===== config.mk =====
export PLATFORM = sky130hd
export DESIGN_NAME = branch_resolver
export DESIGN_NICKNAME = d
export VERILOG_FILES = /design/src/rtl/branch_resolver_pkg.sv /design/src/rtl/branch_stat_counter.sv /design/src/rtl/branch_resolver.sv
export SDC_FILE = /design/constraint.sdc
export NUM_CORES = 1
export LEC_CHECK = 0
export BUFFER_PORTS_ARGS = -buffer_cell sky130_fd_sc_hd__buf_2
export CORE_ASPECT_RATIO = 2
export CORE_MARGIN = 8
export CORE_UTILIZATION = 50
export CTS_CLUSTER_DIAMETER = 60
export DETAILED_ROUTE_END_ITERATION = 12
export PLACE_DENSITY = 0.84
export SETUP_SLACK_MARGIN = 0.2
export SYNTH_ARGS = -nofsm -noshare
export SYNTH_HDL_FRONTEND = slang
export SYNTH_SLANG_ARGS = --single-unit
export TNS_END_PERCENT = 5

===== constraint.sdc =====
create_clock -name clk -period 7 [get_ports clk]
set_clock_uncertainty 0.2 [all_clocks]
set_input_delay 1.05 -clock clk [delete_from_list [all_inputs] [get_ports clk]]
set_output_delay 1.05 -clock clk [all_outputs]
set_load 0.005 [all_outputs]

===== src/rtl/branch_resolver_pkg.sv =====
`default_nettype none
// ============================================================================
//  Module  : branch_resolver_pkg
//  Brief   : Shared defaults and types for the branch resolver slice.
//  Revision: 1.0  initial release
// ============================================================================
package branch_resolver_pkg;

  localparam int WORD_SIZE_DEF    = 16;
  localparam int BTB_IDX_SIZE_DEF = 8;
  localparam int STAT_WIDTH_DEF   = 16;

  // Which stage currently owns the single BHT update port.
  typedef enum logic [1:0] {
    BHT_SRC_NONE  = 2'd0,
    BHT_SRC_EX    = 2'd1,
    BHT_SRC_DEFER = 2'd2,
    BHT_SRC_ID    = 2'd3
  } bht_src_e;

endpackage : branch_resolver_pkg
`default_nettype wire


===== src/rtl/branch_stat_counter.sv =====
`default_nettype none
// ============================================================================
//  Module  : branch_stat_counter
//  Brief   : Saturating event counter; sticks at all-ones instead of wrapping.
//  Revision: 1.0  initial release
// ============================================================================
module branch_stat_counter #(
  parameter int WIDTH = 16
) (
  input  logic             clk,
  input  logic             reset_n,
  input  logic             inc,
  output logic [WIDTH-1:0] count
);

  logic [WIDTH-1:0] r_count;

  // Count one per strobe until every bit is set, then hold.
  always_ff @(posedge clk) begin
    if (!reset_n) begin
      r_count <= '0;
    end else if (inc && (r_count != {WIDTH{1'b1}})) begin
      r_count <= r_count + WIDTH'(1);
    end
  end

  assign count = r_count;

endmodule : branch_stat_counter
`default_nettype wire


===== src/rtl/branch_resolver.sv =====
`default_nettype none
// ============================================================================
//  Module  : branch_resolver
//  Brief   : Tracks fetched PC / predicted next PC through IF/ID and ID/EX,
//            resolves jumps at ID and branches at EX, feeds BTB/BHT updates
//            back to the predictor and raises redirect/flush on mispredict.
//  Revision: 1.0  initial release
// ============================================================================
module branch_resolver
  import branch_resolver_pkg::*;
#(
  parameter int WORD_SIZE    = WORD_SIZE_DEF,
  parameter int BTB_IDX_SIZE = BTB_IDX_SIZE_DEF,
  parameter int STAT_WIDTH   = STAT_WIDTH_DEF
) (
  input  logic                  clk,
  input  logic                  reset_n,
  input  logic                  if_valid,
  input  logic [WORD_SIZE-1:0]  if_pc,
  input  logic [WORD_SIZE-1:0]  if_predicted_pc,
  input  logic                  id_stall,
  input  logic                  id_is_jump,
  input  logic                  id_is_branch,
  input  logic [WORD_SIZE-1:0]  id_target,
  input  logic                  ex_branch_taken,
  output logic                  update_tag,
  output logic [WORD_SIZE-1:0]  pc_for_btb_update,
  output logic [WORD_SIZE-1:0]  branch_target_for_btb_update,
  output logic                  update_bht,
  output logic [WORD_SIZE-1:0]  pc_for_bht_update,
  output logic                  branch_correct_or_notCorrect,
  output logic                  redirect_valid,
  output logic [WORD_SIZE-1:0]  redirect_pc,
  output logic                  flush_if,
  output logic                  flush_id,
  output logic [STAT_WIDTH-1:0] resolve_count,
  output logic [STAT_WIDTH-1:0] mispredict_count
);

  // The predictor index is sliced out of the PC by the predictor itself;
  // here it only has to fit inside a PC.
  if (BTB_IDX_SIZE > WORD_SIZE) begin : g_idx_check
    $error("branch_resolver: BTB_IDX_SIZE exceeds WORD_SIZE");
  end

  // IF/ID slot
  logic                 r_ifid_v;
  logic [WORD_SIZE-1:0] r_ifid_pc;
  logic [WORD_SIZE-1:0] r_ifid_pred;

  // ID/EX slot
  logic                 r_idex_v;
  logic [WORD_SIZE-1:0] r_idex_pc;
  logic [WORD_SIZE-1:0] r_idex_pred;
  logic                 r_idex_is_br;
  logic [WORD_SIZE-1:0] r_idex_target;
  logic                 r_idex_bht_pend;
  logic                 r_idex_correct;

  // Resolution terms
  logic                 w_ex_resolve;
  logic [WORD_SIZE-1:0] w_ex_actual;
  logic                 w_ex_correct;
  logic                 w_ex_mispredict;
  logic                 w_deferred;
  logic                 w_ex_port_busy;
  logic                 w_id_live;
  logic                 w_id_jump;
  logic                 w_id_branch;
  logic                 w_id_correct;
  logic                 w_id_mispredict;
  logic                 w_defer_now;
  bht_src_e             w_bht_src;

  assign w_ex_resolve    = r_idex_v && r_idex_is_br;
  assign w_ex_actual     = ex_branch_taken ? r_idex_target : (r_idex_pc + WORD_SIZE'(1));
  assign w_ex_correct    = (r_idex_pred == w_ex_actual);
  assign w_ex_mispredict = w_ex_resolve && !w_ex_correct;
  // A deferred jump never coexists with a branch in EX (slot holds one instr).
  assign w_deferred      = r_idex_v && r_idex_bht_pend;
  assign w_ex_port_busy  = w_ex_resolve || w_deferred;

  // ID only resolves a real, non-stalled, right-path instruction.
  assign w_id_live       = r_ifid_v && !id_stall && !w_ex_mispredict;
  assign w_id_jump       = w_id_live && id_is_jump;
  assign w_id_branch     = w_id_live && id_is_branch;
  assign w_id_correct    = (r_ifid_pred == id_target);
  assign w_id_mispredict = w_id_jump && !w_id_correct;
  assign w_defer_now     = w_id_jump && w_ex_port_busy;

  // Pick the owner of the BHT port: EX branch, then deferred jump, then ID jump.
  always_comb begin
    w_bht_src = BHT_SRC_NONE;
    if (w_ex_resolve) begin
      w_bht_src = BHT_SRC_EX;
    end else if (w_deferred) begin
      w_bht_src = BHT_SRC_DEFER;
    end else if (w_id_jump) begin
      w_bht_src = BHT_SRC_ID;
    end
  end

  // Predictor update, redirect and flush outputs; silent while in reset.
  always_comb begin
    update_tag                   = 1'b0;
    pc_for_btb_update            = '0;
    branch_target_for_btb_update = '0;
    update_bht                   = 1'b0;
    pc_for_bht_update            = '0;
    branch_correct_or_notCorrect = 1'b0;
    redirect_valid               = 1'b0;
    redirect_pc                  = '0;
    flush_if                     = 1'b0;
    flush_id                     = 1'b0;
    if (reset_n) begin
      if (w_id_jump || w_id_branch) begin
        update_tag                   = 1'b1;
        pc_for_btb_update            = r_ifid_pc;
        branch_target_for_btb_update = id_target;
      end
      case (w_bht_src)
        BHT_SRC_EX: begin
          update_bht                   = 1'b1;
          pc_for_bht_update            = r_idex_pc;
          branch_correct_or_notCorrect = w_ex_correct;
        end
        BHT_SRC_DEFER: begin
          update_bht                   = 1'b1;
          pc_for_bht_update            = r_idex_pc;
          branch_correct_or_notCorrect = r_idex_correct;
        end
        BHT_SRC_ID: begin
          update_bht                   = 1'b1;
          pc_for_bht_update            = r_ifid_pc;
          branch_correct_or_notCorrect = w_id_correct;
        end
        default: begin
        end
      endcase
      if (w_ex_mispredict) begin
        redirect_valid = 1'b1;
        redirect_pc    = w_ex_actual;
        flush_if       = 1'b1;
        flush_id       = 1'b1;
      end else if (w_id_mispredict) begin
        redirect_valid = 1'b1;
        redirect_pc    = id_target;
        flush_if       = 1'b1;
      end
    end
  end

  // IF/ID slot: flush kills, stall holds, otherwise capture the fetch.
  always_ff @(posedge clk) begin
    if (!reset_n) begin
      r_ifid_v    <= 1'b0;
      r_ifid_pc   <= '0;
      r_ifid_pred <= '0;
    end else if (flush_if) begin
      r_ifid_v <= 1'b0;
    end else if (!id_stall) begin
      r_ifid_v    <= if_valid;
      r_ifid_pc   <= if_pc;
      r_ifid_pred <= if_predicted_pc;
    end
  end

  // ID/EX slot: bubble on flush or stall, otherwise advance the ID instruction.
  always_ff @(posedge clk) begin
    if (!reset_n) begin
      r_idex_v        <= 1'b0;
      r_idex_pc       <= '0;
      r_idex_pred     <= '0;
      r_idex_is_br    <= 1'b0;
      r_idex_target   <= '0;
      r_idex_bht_pend <= 1'b0;
      r_idex_correct  <= 1'b0;
    end else if (flush_id || id_stall) begin
      r_idex_v        <= 1'b0;
      r_idex_bht_pend <= 1'b0;
    end else begin
      r_idex_v        <= r_ifid_v;
      r_idex_pc       <= r_ifid_pc;
      r_idex_pred     <= r_ifid_pred;
      r_idex_is_br    <= w_id_branch;
      r_idex_target   <= id_target;
      r_idex_bht_pend <= w_defer_now;
      r_idex_correct  <= w_id_correct;
    end
  end

  branch_stat_counter #(
    .WIDTH (STAT_WIDTH)
  ) u_resolve_cnt (
    .clk     (clk),
    .reset_n (reset_n),
    .inc     (update_bht),
    .count   (resolve_count)
  );

  branch_stat_counter #(
    .WIDTH (STAT_WIDTH)
  ) u_mispredict_cnt (
    .clk     (clk),
    .reset_n (reset_n),
    .inc     (update_bht && !branch_correct_or_notCorrect),
    .count   (mispredict_count)
  );

endmodule : branch_resolver
`default_nettype wire


[After elaboration in Yosys (flattened, before gate mapping)]
Index checks and enable logic that the tools add are counted.
Word-level totals
  bits in registers: 117
  bits in latches: 0
  bits in writable memories: 0
  bits in read-only memories: 0
  bits of input ports: 55
  output and inout port bits: 102
  logic and storage cells: 74
  memories: 0
Cells by class
  $add $sub $neg: 3
  multiply operators: 0
  div/mod/pow operators: 0
  order comparisons: 0
  equality and inequality tests: 7
  shifts and indexed selects: 0
  mux-type cells: 24
  bitwise logic cells: 3
  reductions and logical operators: 25
Operators with widths (number)
  $mux W16: 9
  $add A16 B1 Y16 const B: 3
  $eq A16 B16 Y1: 2
  $ne A16 B16 Y1 const B: 2
  $pmux W16 S2: 1
  $logic_and A1 B1 Y1: 12
  $mux W1: 10
  $mux W2: 3
  $reduce_or A2 Y1: 3
  $logic_not A1 Y1: 5
  $eq A2 B2 Y1 const B: 2
  $logic_or A1 B1 Y1: 3
  $not A1 Y1: 3
  $pmux W1 S3: 1
  $reduce_or A3 Y1: 1
  $eq A2 B1 Y1 const B: 1
  $reduce_and A2 Y1: 1

[Depth between registers and ports, before layout]
  depth after elaboration: 17
  gate-level depth with buffers: 14
  gate-level depth less buffers: 10

[Modules after synthesis]
Synthesis repeated with hierarchy kept, for this count alone.
Second synthesis, totals
  cells, all modules: 858
  area total of the unflattened synthesis: 7045.5 um^2
Modules (own cells, without submodules)
  branch_resolver: times used 1, cells each 664, area each 5371.4 um^2, sequential area each 1701.6 um^2
  branch_stat_counter: times used 2, cells each 97, area each 837.1 um^2, sequential area each 320.3 um^2

[Worst setup path before layout]
OpenSTA, ideal clock, no wires.
  kind: input to output
  start point: in ex_branch_taken
  end point: out pc_for_btb_update[10]
  arrival: 3.272 ns
  data required time: 5.750 ns
  path slack: 2.478 ns
  stages on the path: 13
  buffers on the path: 6
  cell sequence: buf_2 -> buf_2 -> buf_1 -> clkbuf_1 -> nor2_1 -> a21oi_1 -> o311a_1 -> o2111a_1 -> o21ai_1 -> buf_6 -> nor2_8 -> buf_6 -> and3_1
On the way
  word-level cells in the longest chain between the ends: 10
  elaborated cells between the ends (all ways): 11
  classes of those cells: eq/ne: 1; mux: 3; reduce/logical: 7
Ends and longest elaborated chain
  start: declaration: RTL line branch_resolver.sv:25  | input logic ex_branch_taken,
  $mux W16 (*): RTL line branch_resolver.sv:76  | assign w_ex_actual = ex_branch_taken ? r_idex_target : (r_idex_pc + WORD_SIZE'(1));
  $eq A16 B16 Y1 (*): RTL line branch_resolver.sv:77  | assign w_ex_correct = (r_idex_pred == w_ex_actual);
  $logic_not A1 Y1 (*): RTL line branch_resolver.sv:78  | assign w_ex_mispredict = w_ex_resolve && !w_ex_correct;
  $logic_and A1 B1 Y1 (*): RTL line branch_resolver.sv:78
  $logic_not A1 Y1 (*): RTL line branch_resolver.sv:84  | assign w_id_live = r_ifid_v && !id_stall && !w_ex_mispredict;
  $logic_and A1 B1 Y1 (*): RTL line branch_resolver.sv:84
  $logic_and A1 B1 Y1 (on tied branches): RTL line branch_resolver.sv:85, branch_resolver.sv:86
  $logic_or A1 B1 Y1 (*): RTL line branch_resolver.sv:116  | if (w_id_jump || w_id_branch) begin
  $mux W16 (*): RTL line branch_resolver.sv:116
  $mux W16 (*): RTL line branch_resolver.sv:115  | if (reset_n) begin
  end: declaration: RTL line branch_resolver.sv:27  | output logic [WORD_SIZE-1:0] pc_for_btb_update,
Every way passes the cells marked *; elsewhere a longest branch is shown, timed or not.

[Final worst setup path]
  start point: in ex_branch_taken
  end point: out redirect_pc[15]
On the way
  word-level cells in the longest chain between the ends: 11
Ends and longest elaborated chain
  $mux W16 (*): RTL line branch_resolver.sv:76
  $eq A16 B16 Y1: RTL line branch_resolver.sv:77
  $logic_not A1 Y1: RTL line branch_resolver.sv:78
  $logic_and A1 B1 Y1: RTL line branch_resolver.sv:78
  $logic_not A1 Y1: RTL line branch_resolver.sv:84
  $logic_and A1 B1 Y1: RTL line branch_resolver.sv:84
  $logic_and A1 B1 Y1: RTL line branch_resolver.sv:85  | assign w_id_jump = w_id_live && id_is_jump;
  $logic_and A1 B1 Y1: RTL line branch_resolver.sv:88  | assign w_id_mispredict = w_id_jump && !w_id_correct;
  $mux W16: RTL line branch_resolver.sv:145  | end else if (w_id_mispredict) begin
  $mux W16 (*): RTL line branch_resolver.sv:140  | if (w_ex_mispredict) begin
  $mux W16 (*): RTL line branch_resolver.sv:115
  end: declaration: RTL line branch_resolver.sv:33  | output logic [WORD_SIZE-1:0] redirect_pc,
Marked as above.

==> metrics.md <==
| Metric | Value |
|---|---|
| Layout Cell Area excl Fill | 0.007905 sq mm |
| Synthesized area per cell | 7.906 sq um |
| Count of warnings emitted by yosys | 0 |
| WL/cell | 18.38 microns |
| Final Util | 0.5949 |
| Destination of the worst register-to-register timing path | r_ifid_pred[0] |
| Min-Delay Path Class | flop to flop |
| Cell area after synthesis | approximately 0.0067 sq mm |
| Final Hold Viols | 0 |
| Crit path required time | between 5000 and 6000 ps |
| Die boundary width | 97.98 microns |
| Delay-heaviest family, CP | simple AND/OR/NAND/NOR gates |
| DP Wirelength | 14790 microns |
| Worst vdd ir | 179.7 uV |
| DRC violation count after routing | 0 |
| Overall overflow remaining after global route | 0 |
| Area growth syn-to-layout | 17.63% |
| Via count of the first global-routing pass | 6500 |
| Number of max-capacitance violations reported | 0 |
| Clock latency of the later-clocked register in the worst-skew pair | 400 ps |
| Worst-case register-to-register setup slack | 2550 ps |
| Count of buffering cells on the critical path with inverters included | 3 |
| Post-synth top area cell | sky130_fd_sc_hd__dfxtp_1 |
| Mapped Cells | 850 |
| Longest Clk Path Bufs | 2 |
| Most frequent cell on the critical path | sky130_fd_sc_hd__buf_2 |
| Dominant synthesized flop cell | sky130_fd_sc_hd__dfxtp_1 |
| Antenna diodes | 0 |
| Syn nets | a little over 900 |
| Delay of the slowest cell on the worst path | 580 ps |
| Worst Path Arrival | 4450 ps |
| Count of H-tree levels built during CTS | 4 |
| Max transition margin | 0.1730 |
| Setup total negative slack | 0 ps |
| Number of cells traversed by the worst hold path | 2 |
| Global-route wire length before repair | approximately 33000 microns |
| CTS tree | yes |
| Number of nets with antenna violations after routing | 0 |
| Total cell area at the placement stage | 0.007380 sq mm |
| Outcome | complete, no violations |
| Area enclosed by the die boundary | 0.01763 sq mm |
| Root buffer cell | sky130_fd_sc_hd__clkbuf_16 |
| Overall routed net length | 20690 microns |
| Startpoint of the most critical setup path | ex_branch_taken |
| Number of cells upsized or downsized after cts | 0 |
| #FFs+latches synth | about 120 |
| Share of cells above drive strength 1 | 0.2101 |
| Post-CTS setup buffer count | 0 |
| Routed vias | between 6000 and 7000 |
| Maximum operating frequency | 0.1754 GHz |
| Ports | 157 |
| Initial detailed-routing violation count | about 540 |
| Power density over the cells | 209.5 mW/mm^2 |
| Area share of the largest cell type after synthesis | 0.3485 |
| Synth top cells by count | sky130_fd_sc_hd__dfxtp_1, sky130_fd_sc_hd__nand2_1, sky130_fd_sc_hd__nand3_1, sky130_fd_sc_hd__nor2_1, sky130_fd_sc_hd__o21ai_0 |
| Antenna violations before repair | 1 |
| Global placer's final weighted congestion | just over 0.9 |
| Share of async-settable or async-resettable flops after synthesis | 0 |
| Number of sinks driven by the clock tree | 117 |
| Class of the most critical setup path | primary input to primary output |
| Maximum number of pins on one net before global-route repair | approximately 100 |
| Largest cells by area after synthesis | sky130_fd_sc_hd__dfxtp_1, sky130_fd_sc_hd__nand2_1, sky130_fd_sc_hd__nand3_1, sky130_fd_sc_hd__mux2i_1, sky130_fd_sc_hd__o21ai_0 |
| Register clock-pin slew on the reported worst setup and hold paths | about 60 ps |
| Number of flops mapped to enable cells by yosys | 0 |
| Crit path time final | 5700 ps |
| Num CTS Buffers | 17 |
| Final Net Count | between 1000 and 1500 |
| Detailed-routing iteration count for the pre-antenna-repair pass | 5 |
| Unrepaired setup endpoints after global routing | false |
| Die extent in y | 180.0 microns |
| Count of unique library cells instantiated by Yosys | 69 |
| Layout filler cell count | 1220 |
| Min-Delay Endpoint | r_idex_target[1] |
| Leakage power total | around 3.5 nW |
| Via density per instance | 5.975 |
| Transition time of the tightest slew-check pin | 1236 ps |
| Logic depth of the worst register-to-register path | 10 |
| Critical Path Fanout Max | 43 |
| Fraction of the cycle the final worst path needs | 0.8142 |
| Starting utilization of the core area | 0.5057 |
| Cell with the biggest individual delay on the critical path | sky130_fd_sc_hd__a2111oi_0 |
| Core ar. | 0.01329 sq mm |
| Sequential fraction of the synthesis area | 0.3485 |
| Number of buffers inserted for hold repair after clock tree synthesis | 0 |
| Final Slew Violations | 0 |
| Critical path startpoint category | primary input |
| Hold path startpoint | r_idex_target[1] |
| Worst flop-to-flop path startpoint | r_idex_pc[0] |
| Cells along the critical path | buf_2, inv_1, a2111oi_0, a21oi_1, nor4_4, o2111ai_4, nand2_2, and3_1, o21a_1, buf_2 |
| Total routing resource utilization after global routing | 0.2261 |
| Kind of end point of the critical path | primary output |
| Number of failing setup endpoints in the final timing report | 0 |
| FP Rows | 60 |
| Port-buffer cells | 156 |
## cells by family (layout without fill, tap and decap cells)
family,after synthesis,after routing,synth area share
muxes,38,38,0.05660
AOI/OAI and AO/OA,171,171,0.1687
adders and majority gates,3,3,0.005586
xor gates and xnor gates,57,57,0.07429
DFF,117,117,0.3485
buffers and inverters,88,209,0.06237
and+or+nand+nor,376,376,0.2839
## worst reg2reg max path: cells and delay by family, from the launching register on
family	cells	cell delay (ps)
simple gates	6	2240
compound gates	2	670
flops	1	570
mux	1	390
fa+ha+maj	1	300
## power by group
| part | internal [mW] | total [mW] | switching, mW |
|---|---|---|---|
| sequential | 0.692 | 0.721 | 0.0293 |
| combinational | 0.0627 | 0.162 | 0.0994 |
| clock | 0.459 | 0.773 | 0.314 |
## sequential cells by signal, summed over array words and instances (netlist names), 16 cells and up
| register | count |
|---|---|
| u_mispredict_cnt.count | 16 |
| r_ifid_pc | 16 |
| r_ifid_pred | 16 |
| r_idex_pc | 16 |
| r_idex_target | 16 |
| u_resolve_cnt.count | 16 |
| r_idex_pred | 16 |
## per-layer routing
layer  vias up  routed length [microns]  track usage
li1       3237                        -            -
met1      3166                     8573       0.2636
met2       286                    10050       0.3850
met3        37                     1478      0.05379
met4         2                      578      0.09057
met5         -                       13            0
## per-stage QoR
stage               setup slack, ps  total power, mW  hold WS (ps)  instances
CTS                            1463            1.663         278.2       1126
global placement               1580           0.8892         252.1       1095
detailed placement             1488           0.8926         267.2       1095
floorplan                      2478           0.8412         236.9        850
finish                         1300            1.656         277.3       1126
global route                   1104            1.707         306.3       1126
## layout make-up
type	instances	area (sq um)	share of cell area
Clock inverter	12	82.58	0.01045
Tap cell	155	193.9	0.02453
Clock buffer	19	442.9	0.05603
Multi-Input combinational cell	645	3970	0.5022
Timing Repair Buffer	158	798.3	0.1010
Inverter	20	75.07	0.009497
Sequential cell	117	2342	0.2963
## placed cells by master (no fill, tap or decap), types with 4 or more instances in the layout
master | Yosys | final
sky130_fd_sc_hd__and4_1 | 5 | 5
sky130_fd_sc_hd__nand4_1 | 8 | 8
sky130_fd_sc_hd__xor2_1 | 24 | 24
sky130_fd_sc_hd__nor2_1 | 69 | 69
sky130_fd_sc_hd__dfxtp_1 | 117 | 117
sky130_fd_sc_hd__nor4_1 | 8 | 8
sky130_fd_sc_hd__o21a_1 | 15 | 15
sky130_fd_sc_hd__o31ai_1 | 13 | 13
sky130_fd_sc_hd__and2_1 | 5 | 5
sky130_fd_sc_hd__nand2_1 | 117 | 117
sky130_fd_sc_hd__nand3_1 | 80 | 80
sky130_fd_sc_hd__or4_1 | 6 | 6
sky130_fd_sc_hd__mux2i_1 | 38 | 38
sky130_fd_sc_hd__nor2b_1 | 4 | 4
sky130_fd_sc_hd__buf_2 | 14 | 155
sky130_fd_sc_hd__and3_1 | 47 | 47
sky130_fd_sc_hd__clkbuf_16 | 0 | 17
sky130_fd_sc_hd__a21oi_1 | 26 | 26
sky130_fd_sc_hd__o21ai_0 | 60 | 60
sky130_fd_sc_hd__xnor2_1 | 33 | 33
sky130_fd_sc_hd__clkinv_2 | 0 | 5
sky130_fd_sc_hd__inv_1 | 19 | 19
sky130_fd_sc_hd__nor3_1 | 4 | 4
sky130_fd_sc_hd__a22oi_1 | 18 | 18
## worst max path at each step
stage | end | slack (ps) | cells after the start
global route | redirect_pc[6] | 1100 | 10
finish | redirect_pc[15] | 1300 | 10
CTS | redirect_pc[15] | 1460 | 10
global placement | redirect_pc[7] | 1580 | 10
floorplan | pc_for_btb_update[10] | 2480 | 13
detailed placement | redirect_pc[15] | 1490 | 10
No activity file was read; power rests on OpenSTA's default activity.
